<file path="src/rtl/activation_result_writer.sv">
// Result-stream sink: stores accepted activation rows into BRAM at base + k*stride
// and pulses done_write once the programmed number of rows has been written.
module activation_result_writer #(
  parameter int MAT_MUL_SIZE = 4,
  parameter int DWIDTH       = 8,
  parameter int AWIDTH       = 10,
  parameter int CWIDTH       = 8
) (
  input  logic                           clk,
  input  logic                           reset,
  input  logic                           start_write,
  input  logic [AWIDTH-1:0]              base_addr,
  input  logic [AWIDTH-1:0]              addr_stride,
  input  logic [CWIDTH-1:0]              num_rows,
  input  logic                           in_data_available,
  input  logic [MAT_MUL_SIZE*DWIDTH-1:0] inp_data,
  output logic [AWIDTH-1:0]              bram_addr,
  output logic [MAT_MUL_SIZE*DWIDTH-1:0] bram_wdata,
  output logic                           bram_we,
  output logic                           busy,
  output logic                           done_write,
  output logic [CWIDTH-1:0]              rows_written,
  output logic                           unexpected_data
);

  localparam int RW = MAT_MUL_SIZE * DWIDTH;

  typedef enum logic [1:0] {S_IDLE, S_ACTIVE, S_DONE} state_t;

  state_t            state_q, state_d;
  logic [AWIDTH-1:0] cur_addr_q, cur_addr_d;
  logic [AWIDTH-1:0] stride_q, stride_d;
  logic [CWIDTH-1:0] target_q, target_d;
  logic [CWIDTH-1:0] rows_q, rows_d;
  logic [AWIDTH-1:0] addr_q, addr_d;
  logic [RW-1:0]     wdata_q, wdata_d;
  logic              we_q, we_d;
  logic              busy_q, busy_d;
  logic              done_q, done_d;
  logic              unexp_q, unexp_d;

  always_comb begin
    state_d    = state_q;
    cur_addr_d = cur_addr_q;
    stride_d   = stride_q;
    target_d   = target_q;
    rows_d     = rows_q;
    addr_d     = addr_q;
    wdata_d    = wdata_q;
    we_d       = 1'b0;
    busy_d     = busy_q;
    done_d     = 1'b0;
    unexp_d    = unexp_q;
    unique case (state_q)
      S_IDLE: begin
        if (in_data_available) unexp_d = 1'b1;
        // An accepted start clears the flag even if a stray beat arrives with it.
        if (start_write) begin
          cur_addr_d = base_addr;
          stride_d   = addr_stride;
          target_d   = num_rows;
          rows_d     = '0;
          unexp_d    = 1'b0;
          if (num_rows == '0) begin
            state_d = S_DONE;
            done_d  = 1'b1;
            busy_d  = 1'b0;
          end else begin
            state_d = S_ACTIVE;
            busy_d  = 1'b1;
          end
        end
      end
      S_ACTIVE: begin
        if (in_data_available) begin
          we_d       = 1'b1;
          addr_d     = cur_addr_q;
          wdata_d    = inp_data;
          cur_addr_d = cur_addr_q + stride_q;
          rows_d     = rows_q + 1'b1;
          if (rows_d == target_q) begin
            state_d = S_DONE;
            done_d  = 1'b1;
            busy_d  = 1'b0;
          end
        end
      end
      S_DONE: begin
        if (in_data_available) unexp_d = 1'b1;
        state_d = S_IDLE;
        busy_d  = 1'b0;
      end
      default: begin
        state_d = S_IDLE;
        busy_d  = 1'b0;
      end
    endcase
  end

  always_ff @(posedge clk or posedge reset) begin
    if (reset) begin
      state_q    <= S_IDLE;
      cur_addr_q <= '0;
      stride_q   <= '0;
      target_q   <= '0;
      rows_q     <= '0;
      addr_q     <= '0;
      wdata_q    <= '0;
      we_q       <= 1'b0;
      busy_q     <= 1'b0;
      done_q     <= 1'b0;
      unexp_q    <= 1'b0;
    end else begin
      state_q    <= state_d;
      cur_addr_q <= cur_addr_d;
      stride_q   <= stride_d;
      target_q   <= target_d;
      rows_q     <= rows_d;
      addr_q     <= addr_d;
      wdata_q    <= wdata_d;
      we_q       <= we_d;
      busy_q     <= busy_d;
      done_q     <= done_d;
      unexp_q    <= unexp_d;
    end
  end

  assign bram_addr       = addr_q;
  assign bram_wdata      = wdata_q;
  assign bram_we         = we_q;
  assign busy            = busy_q;
  assign done_write      = done_q;
  assign rows_written    = rows_q;
  assign unexpected_data = unexp_q;

endmodule

</file>
<file path="config.mk">
export PLATFORM = sky130hd
export DESIGN_NAME = activation_result_writer
export DESIGN_NICKNAME = d
export VERILOG_FILES = /design/src/rtl/activation_result_writer.sv
export SDC_FILE = /design/constraint.sdc
export NUM_CORES = 1
export LEC_CHECK = 0
export ABC_AREA = 1
export CAP_MARGIN = 20
export CORE_UTILIZATION = 47
export DETAILED_ROUTE_END_ITERATION = 16
export PLACE_DENSITY_LB_ADDON = 0.05
export SYNTH_ARGS = -nofsm -noshare
export SYNTH_HDL_FRONTEND = slang
export SYNTH_SLANG_ARGS = --single-unit
</file>
<file path="constraint.sdc">
create_clock -name clk -period 3.56 [get_ports clk]
set_input_delay 0.712 -clock clk [delete_from_list [all_inputs] [get_ports clk]]
set_output_delay 0.712 -clock clk [all_outputs]
set_load 0.1 [all_outputs]
</file>
==> results of run 1 <==
layout make-up:
cell class,count,area [um2]
clock buffers,12,155
clock inverters,4,55.1
fillers,726,2730
inverters,43,163
multi-input cells,359,1680
flip-flops and latches,84,2100
well taps,105,131
repair buffers,120,1200
worst max path at each step:
stage	to	slack, ns	from	cells after the start
after floorplan	bram_addr[0]	0.68	reset	1
after detailed placement	cur_addr_q[8]	1.04	in_data_available	8
final	rows_written[4]	0.81	rows_written[4]	1
after global routing	rows_written[4]	0.76	rows_written[4]	1
after global placement	cur_addr_q[9]	1.10	in_data_available	9
after CTS	rows_written[4]	0.80	rows_written[4]	1
cell usage after synthesis, drive strengths merged:
| library cell | number |
|---|---|
| a211oi | 1 |
| a21o | 1 |
| a21oi | 10 |
| a31oi | 3 |
| and2 | 1 |
| buf | 2 |
| clkbuf | 13 |
| clkinv | 1 |
| dfrtp | 84 |
| fa | 1 |
| ha | 10 |
| inv | 42 |
| nand2 | 233 |
| nand3 | 30 |
| nand3b | 2 |
| nand4 | 6 |
| nor2 | 20 |
| nor4 | 2 |
| o211ai | 6 |
| o21ai | 25 |
| o21bai | 1 |
| o22ai | 4 |
| or2 | 2 |
| xor2 | 1 |
cells by family after synthesis:
kind of cell	share of synthesized area, %
AO/OA/AOI/OAI	7.17
XOR/XNOR	0.219
adder cells (fa/ha/maj)	3.63
buffers and inverters	5.51
flip-flops	52.6
AND/OR/NAND/NOR	30.8
through the flow:
stage	setup WS, ns	utilization, %	cell area [um2]	std cells
global route	0.759	66.8	5490	727
detailed placement	1.04	64.2	5280	711
CTS	0.796	66.8	5490	727
finish	0.812	66.8	5490	727
floorplan	0.683	-	3990	501
global placement	1.10	64.2	5280	711
per-layer routing:
layer	global-route usage (%)	share of wire, %	vias to the layer above
met5	0	0	-
met4	10.3	1.4	0
met2	37.6	50	99
li1	-	-	1819
met3	3.64	5.3	13
met1	29.2	43	1718
sequential cells by signal, summed over array words and instances, names as in the netlist:
signal	cells
rows_written	8
bram_we	1
busy	1
stride_q	10
bram_wdata	32
done_write	1
target_q	8
cur_addr_q	10
state_q	2
bram_addr	10
unexpected_data	1
cells in the final DEF, fill, tap and decap left out, types with 2 or more instances in the layout:
cell                              instances
sky130_fd_sc_hd__o21ai_0                 22
sky130_fd_sc_hd__nor2_1                  13
sky130_fd_sc_hd__o22ai_1                  4
sky130_fd_sc_hd__or2_2                    2
sky130_fd_sc_hd__dfrtp_1                 84
sky130_fd_sc_hd__ha_1                    10
sky130_fd_sc_hd__nor2_4                   4
sky130_fd_sc_hd__nand3_1                 29
sky130_fd_sc_hd__o21ai_1                  3
sky130_fd_sc_hd__clkdlybuf4s50_1        116
sky130_fd_sc_hd__inv_2                    4
sky130_fd_sc_hd__inv_1                   37
sky130_fd_sc_hd__buf_4                    3
sky130_fd_sc_hd__a21oi_1                 10
sky130_fd_sc_hd__nor2_2                   3
sky130_fd_sc_hd__nand3b_1                 2
sky130_fd_sc_hd__nand2_1                229
sky130_fd_sc_hd__a31oi_1                  3
sky130_fd_sc_hd__nor4_1                   2
sky130_fd_sc_hd__clkbuf_8                11
sky130_fd_sc_hd__o211ai_1                 6
sky130_fd_sc_hd__nand4_1                  6
sky130_fd_sc_hd__nand2_2                  4
==> results.tsv, run 1 <==
stage	metric	value	unit
finish	share of post-route cells with drive strength above 1	6.11	%
logic_synthesis	#FFs+latches synth	84	
min_path	worst hold stages	2	
setup_path	CP max stage delay	1.18	ns
setup_path	total buffers and inverters traversed by the critical path	1	
timing	Min Hold Slack	0.472	ns
setup_path	number of cells on the worst reg-to-reg path	9	
routing	TritonRoute pass-1 iters	4	
clock_tree	number of buffers created by CTS	9	
placed_design	Port Buffers	117	
global_routing	final global-route overflow total	0	
global_routing	total track usage	22.8	%
finish	number of diodes added for antenna fixing	0	
logic_synthesis	Mapped Cells	501	
logic_synthesis	average instance area after synthesis	7.97	um2
min_path	hold path startpoint	bram_wdata[31]	
floorplan	die outline area	0.00887	mm2
routing	Total Wirelength	9550	um
timing	worst-case clock skew	0.0117	ns
setup_path	end of the worst register-to-register path	cur_addr_q[6]	
setup_path	kind of end point of the critical path	output pin	
logic_synthesis	number of nets in the synthesized netlist	576	
finish	Area Growth Syn to Fin	37.4	%
routing	total number of vias	3649	
clock_tree	CTS H-Tree Depth	3	
clock_tree	maximum buffer depth of the clock tree	2	
placed_design	Routability Congestion	0.840	
timing	hold violation count in the final report	0	
flow_run	MaxCap Viol Count	0	
logic_synthesis	portion of synthesized cell area occupied by the leading cell type	52.6	%
floorplan	height of the chip	94.2	um
routing	mean routed wirelength per cell	13.1	um
floorplan	Die W	94.2	um
setup_path	critical path data required time	2.85	ns
timing	count of final setup violators	0	
global_routing	pin count of the biggest net entering global routing	53	
clock_tree	quantity of gates resized following cts	0	
logic_synthesis	largest cells by area after synthesis	sky130_fd_sc_hd__dfrtp_1 (53%), sky130_fd_sc_hd__nand2_1 (22%), sky130_fd_sc_hd__nand3_1 (3.6%)	
logic_synthesis	Post-Synthesis Cell Area	0.00399	mm2
timing	final number of max-transition violations	0	
timing	final sum of negative setup slack	0	ns
global_routing	via count of the first global-routing pass	3390	
clock_tree	hold bufs inserted after CTS	0	
setup_path	Data arrival, critical path	2.04	ns
min_path	path type of the worst min-delay path	flop to flop	
timing	relative slew slack	32.7	%
placed_design	HPWL Detailed	6930	um
setup_path	minimum setup slack among reg-to-reg paths	1.55	ns
setup_path	slowest CP cell	sky130_fd_sc_hd__clkdlybuf4s50_1	
routing	routed vias/inst	5.02	
outcome	status	finished, final reports clean	
setup_path	crit path kind	flop to output pin	
setup_path	Crit path max-delay family	buffers and inverters	
routing	post-detailed-route DRC marker count	0	
clock_tree	clock insertion delay at the later pin of the skew report	0.35	ns
finish	Total Nets Final	692	
clock_tree	clock tree from TritonCTS	yes	
logic_synthesis	yosys warns	0	
routing	number of nets with antenna violations after routing	0	
routing	number of violations reported at the end of detailed-routing iteration 0	155	
timing	transition time of the tightest slew-check pin	1.01	ns
timing	highest clock rate	364	MHz
clock_tree	Clock Sink Count	84	
floorplan	# rows	33	
floorplan	Initial Util	48.6	%
min_path	Worst Hold End	bram_wdata[31]	
logic_synthesis	library cell with the largest summed area after synthesis	sky130_fd_sc_hd__dfrtp_1	
clock_tree	clock input transition at the sequential cells of the worst setup and hold paths	0.09	ns
logic_synthesis	number of distinct library cells after synthesis	30	
setup_path	startpoint of the most critical register-to-register path	cur_addr_q[0]	
global_routing	wire length of the first global-routing pass	15500	um
setup_path	peak fanout along the critical path	7	
setup_path	crit start category	flop	
floorplan	floorplan core area	0.00822	mm2
clock_tree	Post CTS Setup Buffer Count	0	
setup_path	series of cell instances along the critical path	clkdlybuf4s50_1	
logic_synthesis	sequential-to-total area share from yosys stat	52.6	%
timing	setup repair after global routing missed its margin	no	
clock_tree	clock tree root driver cell	sky130_fd_sc_hd__clkbuf_8	
timing	time the worst path needs with I/O delays and setup	2.75	ns
timing	Tcrit/Tclk final	77.2	%
global_routing	number of antenna violations at the first check in global routing	0	
floorplan	I/O pin total	118	
Power of run 1 is not shown: default switching activity piles up to over one toggle a cycle in this logic, so the estimate is an artifact.
==> run 2, diff against run 1 <==
==> constraint.sdc (replaced) <==
create_clock -name clk -period 2.7 [get_ports clk]
set_input_delay 0.54 -clock clk [delete_from_list [all_inputs] [get_ports clk]]
set_output_delay 0.54 -clock clk [all_outputs]
set_load 0.1 [all_outputs]
==> results.tsv, run 2 (synthesis results as in run 1) <==
stage	metric	value	unit	change
setup_path	crit path kind	flop to flop		
routing	number of nets with antenna violations after routing	0		unchanged
timing	Min Hold Slack	0.477	ns	+0.00525 ns
timing	count of final setup violators	0		unchanged
clock_tree	clock tree from TritonCTS	yes		
timing	time the worst path needs with I/O delays and setup	2.06	ns	
placed_design	number of placed cells counting well taps	714		+0.42%
timing	final number of max-transition violations	0		unchanged
floorplan	die outline area	0.00887	mm2	unchanged
setup_path	peak fanout along the critical path	3		-4
timing	transition time of the tightest slew-check pin	0.876	ns	-0.131 ns
timing	final sum of negative setup slack	0	ns	unchanged
finish	Area Growth Syn to Fin	34.4	%	
timing	highest clock rate	486	MHz	
routing	TritonRoute pass-1 iters	4		unchanged
global_routing	number of antenna violations at the first check in global routing	0		unchanged
routing	routed vias/inst	4.97		-1.0%
timing	Tcrit/Tclk final	76.2	%	
finish	Final Instance Count excl. Fillers	730		+0.41%
timing	hold violation count in the final report	0		unchanged
floorplan	floorplan core area	0.00822	mm2	unchanged
global_routing	total track usage	23.2	%	+0.48 points
finish	number of diodes added for antenna fixing	0		unchanged
finish	share of the core filled with cells in the final layout	65.3	%	-1.4 points
clock_tree	number of buffers created by CTS	9		unchanged
clock_tree	maximum buffer depth of the clock tree	2		unchanged
routing	number of violations reported at the end of detailed-routing iteration 0	149		-3.9%
placed_design	Routability Congestion	0.861		+2.4%
floorplan	I/O pin total	118		unchanged
setup_path	crit start category	flop		
global_routing	via count of the first global-routing pass	3471		+2.4%
global_routing	wire length of the first global-routing pass	16000	um	+3.3%
finish	most common library cell in the layout ignoring fill and taps	sky130_fd_sc_hd__nand2_1		
clock_tree	clock input transition at the sequential cells of the worst setup and hold paths	0.08	ns	about the same
setup_path	Data arrival, critical path	2.30	ns	+0.26 ns
floorplan	Initial Util	48.6	%	unchanged
floorplan	height of the chip	94.2	um	unchanged
setup_path	kind of end point of the critical path	flop		
clock_tree	clock insertion delay at the later pin of the skew report	0.36	ns	about the same
finish	share of post-route cells with drive strength above 1	15.0	%	+8.9 points
global_routing	final global-route overflow total	0		unchanged
timing	relative slew slack	41.5	%	+8.9 points
clock_tree	hold bufs inserted after CTS	0		unchanged
finish	highest-count cells in the layout ignoring fill and taps	sky130_fd_sc_hd__nand2_1 (229), sky130_fd_sc_hd__dfrtp_1 (84), sky130_fd_sc_hd__clkdlybuf4s50_1 (63), sky130_fd_sc_hd__buf_4 (59), sky130_fd_sc_hd__inv_1 (37)		
routing	mean routed wirelength per cell	13.3	um	+1.6%
clock_tree	CTS H-Tree Depth	3		unchanged
clock_tree	Post CTS Setup Buffer Count	0		unchanged
routing	post-detailed-route DRC marker count	0		unchanged
global_routing	pin count of the biggest net entering global routing	53		unchanged
placed_design	Port Buffers	117		unchanged
floorplan	Die W	94.2	um	unchanged
setup_path	critical path data required time	2.94	ns	+0.09 ns
clock_tree	Clock Sink Count	84		unchanged
clock_tree	quantity of gates resized following cts	0		unchanged
min_path	path type of the worst min-delay path	flop to flop		
routing	Total Wirelength	9740	um	+2.0%
finish	Total Nets Final	695		+0.43%
finish	max FFs per register	32		unchanged
placed_design	HPWL Detailed	6980	um	+0.75%
clock_tree	clock tree root driver cell	sky130_fd_sc_hd__clkbuf_8		
flow_run	MaxCap Viol Count	0		unchanged
floorplan	# rows	33		unchanged
outcome	status	finished, final reports clean		
routing	total number of vias	3627		-0.60%
timing	setup repair after global routing missed its margin	no		
timing	worst-case clock skew	0.0131	ns	+0.00140 ns
==> run 2: path summary, 6_finish.rpt <==
kind	startpoint	endpoint	slack, ns	cells past startpoint
min	bram_addr[7]	bram_addr[7]	0.48	2
max	cur_addr_q[0]	cur_addr_q[6]	0.64	9
min in group asynchronous	reset	bram_wdata[13]	0.59	2
max in group asynchronous	reset	bram_we	1.46	3
min reg2reg	bram_addr[7]	bram_addr[7]	0.48	2
max reg2reg	cur_addr_q[0]	cur_addr_q[6]	0.64	9
==> run 2: through the flow <==
stage / setup slack, ns / area [um2]
after floorplan: 0.340 / 4000
after global placement: 0.525 / 5170
after detailed placement: 0.497 / 5170
after CTS: 0.654 / 5370
after global routing: 0.436 / 5370
final: 0.642 / 5370
==> run 2: metal layers <==
| layer | track usage [%] | up-vias | wire length (um) |
|---|---|---|---|
| li1 | - | 1833 | - |
| met1 | 29.1 | 1704 | 4250 |
| met2 | 40.8 | 81 | 4990 |
| met3 | 2.99 | 9 | 402 |
| met4 | 8.33 | 0 | 105 |
| met5 | 0 | - | 0 |
==> run 2: final cells by class <==
class,count,area (um2)
Tap cell,105,131
Timing Repair Buffer,123,1090
Inverter,43,165
Clock inverter,6,71.3
Fill cell,729,2850
Clock buffer,10,128
Multi-Input combinational cell,359,1680
Sequential cell,84,2100
==> run 2: critical path: stages, from the launching register on <==
cell,delay (ns)
sky130_fd_sc_hd__dfrtp_1,0.41
sky130_fd_sc_hd__ha_1,0.26
sky130_fd_sc_hd__fa_1,0.42
sky130_fd_sc_hd__nand3_1,0.11
sky130_fd_sc_hd__nand3_1,0.15
sky130_fd_sc_hd__a21oi_1,0.21
sky130_fd_sc_hd__or2_2,0.14
sky130_fd_sc_hd__nand3_1,0.07
sky130_fd_sc_hd__o211ai_1,0.10
sky130_fd_sc_hd__nand2_1,0.08
Power of run 2 is left out for the same reason.
==> run 3, diff against run 2 <==
==> constraint.sdc (replaced) <==
create_clock -name clk -period 1.9 [get_ports clk]
set_input_delay 0.38 -clock clk [delete_from_list [all_inputs] [get_ports clk]]
set_output_delay 0.38 -clock clk [all_outputs]
set_load 0.1 [all_outputs]
==> results.tsv, run 3 (synthesis results as in run 1) <==
stage	metric	value	unit	change
outcome	status	finished, final reports clean		
timing	worst path setup slack after routing	0.133	ns	-0.509 ns
setup_path	number of cells on the worst reg-to-reg path	9		unchanged
floorplan	# rows	33		unchanged
timing	highest clock rate	566	MHz	+16%
placed_design	HPWL Detailed	7310	um	+4.8%
placed_design	number of placed cells counting well taps	719		+0.70%
clock_tree	Clock Sink Count	84		unchanged
min_path	path type of the worst min-delay path	primary input to asynchronous set/reset pin		
global_routing	gr busiest metal	met2		
finish	number of diodes added for antenna fixing	0		unchanged
finish	highest-count cells in the layout ignoring fill and taps	sky130_fd_sc_hd__nand2_1 (228), sky130_fd_sc_hd__dfrtp_1 (77), sky130_fd_sc_hd__clkdlybuf4s50_1 (63), sky130_fd_sc_hd__buf_4 (44), sky130_fd_sc_hd__inv_1 (37)		
placed_design	Setup WS pre-CTS	-0.00651	ns	-0.503 ns
setup_path	crit path kind	flop to flop		
timing	count of final setup violators	0		unchanged
finish	final std cell area, no fill	0.00571	mm2	+6.4%
clock_tree	clock input transition at the sequential cells of the worst setup and hold paths	0.09	ns	about the same
routing	number of nets with antenna violations after routing	0		unchanged
floorplan	die outline area	0.00887	mm2	unchanged
global_routing	via count of the first global-routing pass	3345		-3.6%
global_routing	number of antenna violations at the first check in global routing	0		unchanged
timing	setup repair after global routing missed its margin	no		
flow_run	MaxCap Viol Count	0		unchanged
finish	Final Instance Count excl. Fillers	736		+0.82%
timing	Tcrit/Tclk final	93.0	%	+17 points
clock_tree	clock tree from TritonCTS	yes		
global_routing	fraction of met2 tracks used by global routing	39.8	%	-0.97 points
clock_tree	hold bufs inserted after CTS	0		unchanged
global_routing	fraction of met1 tracks used by global routing	30.4	%	+1.3 points
finish	Area Growth Syn to Fin	43.0	%	
global_routing	M3 GR Usage	3.48	%	+0.49 points
floorplan	Die W	94.2	um	unchanged
clock_tree	number of buffers created by CTS	9		unchanged
clock_tree	CTS H-Tree Depth	3		unchanged
setup_path	crit start category	flop		
finish	share of post-route cells with drive strength above 1	18.4	%	+3.3 points
routing	routed vias/inst	4.94		-0.62%
setup_path	kind of end point of the critical path	flop		
routing	TritonRoute pass-1 iters	4		unchanged
global_routing	final global-route overflow total	0		unchanged
setup_path	end of the worst register-to-register path	cur_addr_q[6]		
setup_path	beginning of the critical path	cur_addr_q[0]		
routing	mean routed wirelength per cell	13.6	um	+1.5%
placed_design	Routability Congestion	0.836		-2.9%
clock_tree	clock tree root driver cell	sky130_fd_sc_hd__clkbuf_8		
timing	hold violation count in the final report	0		unchanged
placed_design	Port Buffers	117		unchanged
routing	Total Wirelength	9970	um	+2.4%
global_routing	total track usage	23.5	%	+0.23 points
floorplan	Initial Util	48.6	%	unchanged
setup_path	startpoint of the most critical register-to-register path	cur_addr_q[0]		
clock_tree	maximum buffer depth of the clock tree	2		unchanged
routing	post-detailed-route DRC marker count	0		unchanged
global_routing	wire length of the first global-routing pass	15900	um	-0.52%
placed_design	total placed instance area	0.00548	mm2	+6.1%
setup_path	peak fanout along the critical path	3		unchanged
timing	time the worst path needs with I/O delays and setup	1.77	ns	-0.291 ns
setup_path	Data arrival, critical path	2.01	ns	-0.29 ns
timing	relative slew slack	69.5	%	+28 points
finish	max FFs per register	32		unchanged
finish	Total Nets Final	701		+0.86%
setup_path	CP endpoint	cur_addr_q[6]		
timing	final number of max-transition violations	0		unchanged
floorplan	floorplan core area	0.00822	mm2	unchanged
timing	worst-case clock skew	0.00828	ns	-0.00483 ns
global_routing	pin count of the biggest net entering global routing	81		+53%
setup_path	minimum setup slack among reg-to-reg paths	0.13	ns	-0.51 ns
floorplan	height of the chip	94.2	um	unchanged
clock_tree	clock insertion delay at the later pin of the skew report	0.35	ns	about the same
finish	most common library cell in the layout ignoring fill and taps	sky130_fd_sc_hd__nand2_1		
timing	transition time of the tightest slew-check pin	0.457	ns	-0.419 ns
routing	total number of vias	3634		+0.19%
finish	number of inserted filler cells in the final layout	667		-8.5%
setup_path	critical path data required time	2.14	ns	-0.80 ns
floorplan	I/O pin total	118		unchanged
routing	number of violations reported at the end of detailed-routing iteration 0	141		-5.4%
run 3: changes by cell type in the layout (fill, tap and decap cells not counted), sizes merged:
cell / previous run / this run
buf: 60 / 66
bufinv: 1 / 0
clkinv: 2 / 3
clkinvlp: 2 / 3
inv: 44 / 43
run 3: layer usage:
| layer | vias to the layer above | routed length (um) |
|---|---|---|
| met3 | 12 | 464 |
| met4 | 0 | 153 |
| li1 | 1835 | - |
| met1 | 1701 | 4320 |
| met5 | - | 0 |
| met2 | 86 | 5040 |
run 3: cell type report:
| cell class | count | area [um2] | share of cell area (%) |
|---|---|---|---|
| clock buffer | 10 | 138 | 2.41 |
| clock inverter | 6 | 46.3 | 0.811 |
| inverter | 43 | 165 | 2.89 |
| sequential | 84 | 2120 | 37.1 |
| tap | 105 | 131 | 2.30 |
| timing repair buffer | 129 | 1400 | 24.5 |
| multi-input combinational | 359 | 1710 | 30.0 |
run 3: stage by stage:
step / hold WS (ns) / util (%) / TNS (ns)
CTS: 0.262 / 69.0 / 0
detailed placement: 0.461 / 66.7 / -0.00651
global placement: 0.456 / 66.7 / 0
floorplan: 0.446 / - / 0
finish: 0.272 / 69.5 / 0
global route: 0.276 / 69.5 / 0
run 3: worst min path at each step:
| stage | cells past startpoint | endpoint | slack (ns) | from |
|---|---|---|---|---|
| floorplan | 2 | stride_q[0] | 0.45 | stride_q[0] |
| global route | 2 | bram_wdata[25] | 0.28 | reset |
| global placement | 2 | bram_wdata[30] | 0.46 | bram_wdata[30] |
| finish | 2 | bram_wdata[25] | 0.27 | reset |
| detailed placement | 2 | bram_wdata[31] | 0.46 | bram_wdata[31] |
| CTS | 2 | bram_wdata[20] | 0.26 | reset |
run 3: worst max-delay path, stage by stage, from the launching register on:
cell	delay, ns
sky130_fd_sc_hd__dfrtp_1	0.41
sky130_fd_sc_hd__ha_2	0.21
sky130_fd_sc_hd__fa_2	0.35
sky130_fd_sc_hd__nand3_1	0.11
sky130_fd_sc_hd__nand3_2	0.11
sky130_fd_sc_hd__a21oi_2	0.14
sky130_fd_sc_hd__or2_2	0.11
sky130_fd_sc_hd__nand3_1	0.06
sky130_fd_sc_hd__o211ai_1	0.09
sky130_fd_sc_hd__nand2_1	0.07
run 3: what timing repair did:
item                                    in CTS  in global routing
setup buffers                                0                  1
hold endpoints to repair                     0                  0
endpoints found under the setup margin       1                  6
resized for setup                            1                  8
pin swaps                                    0                  2
Power of run 3 is left out for the same reason.
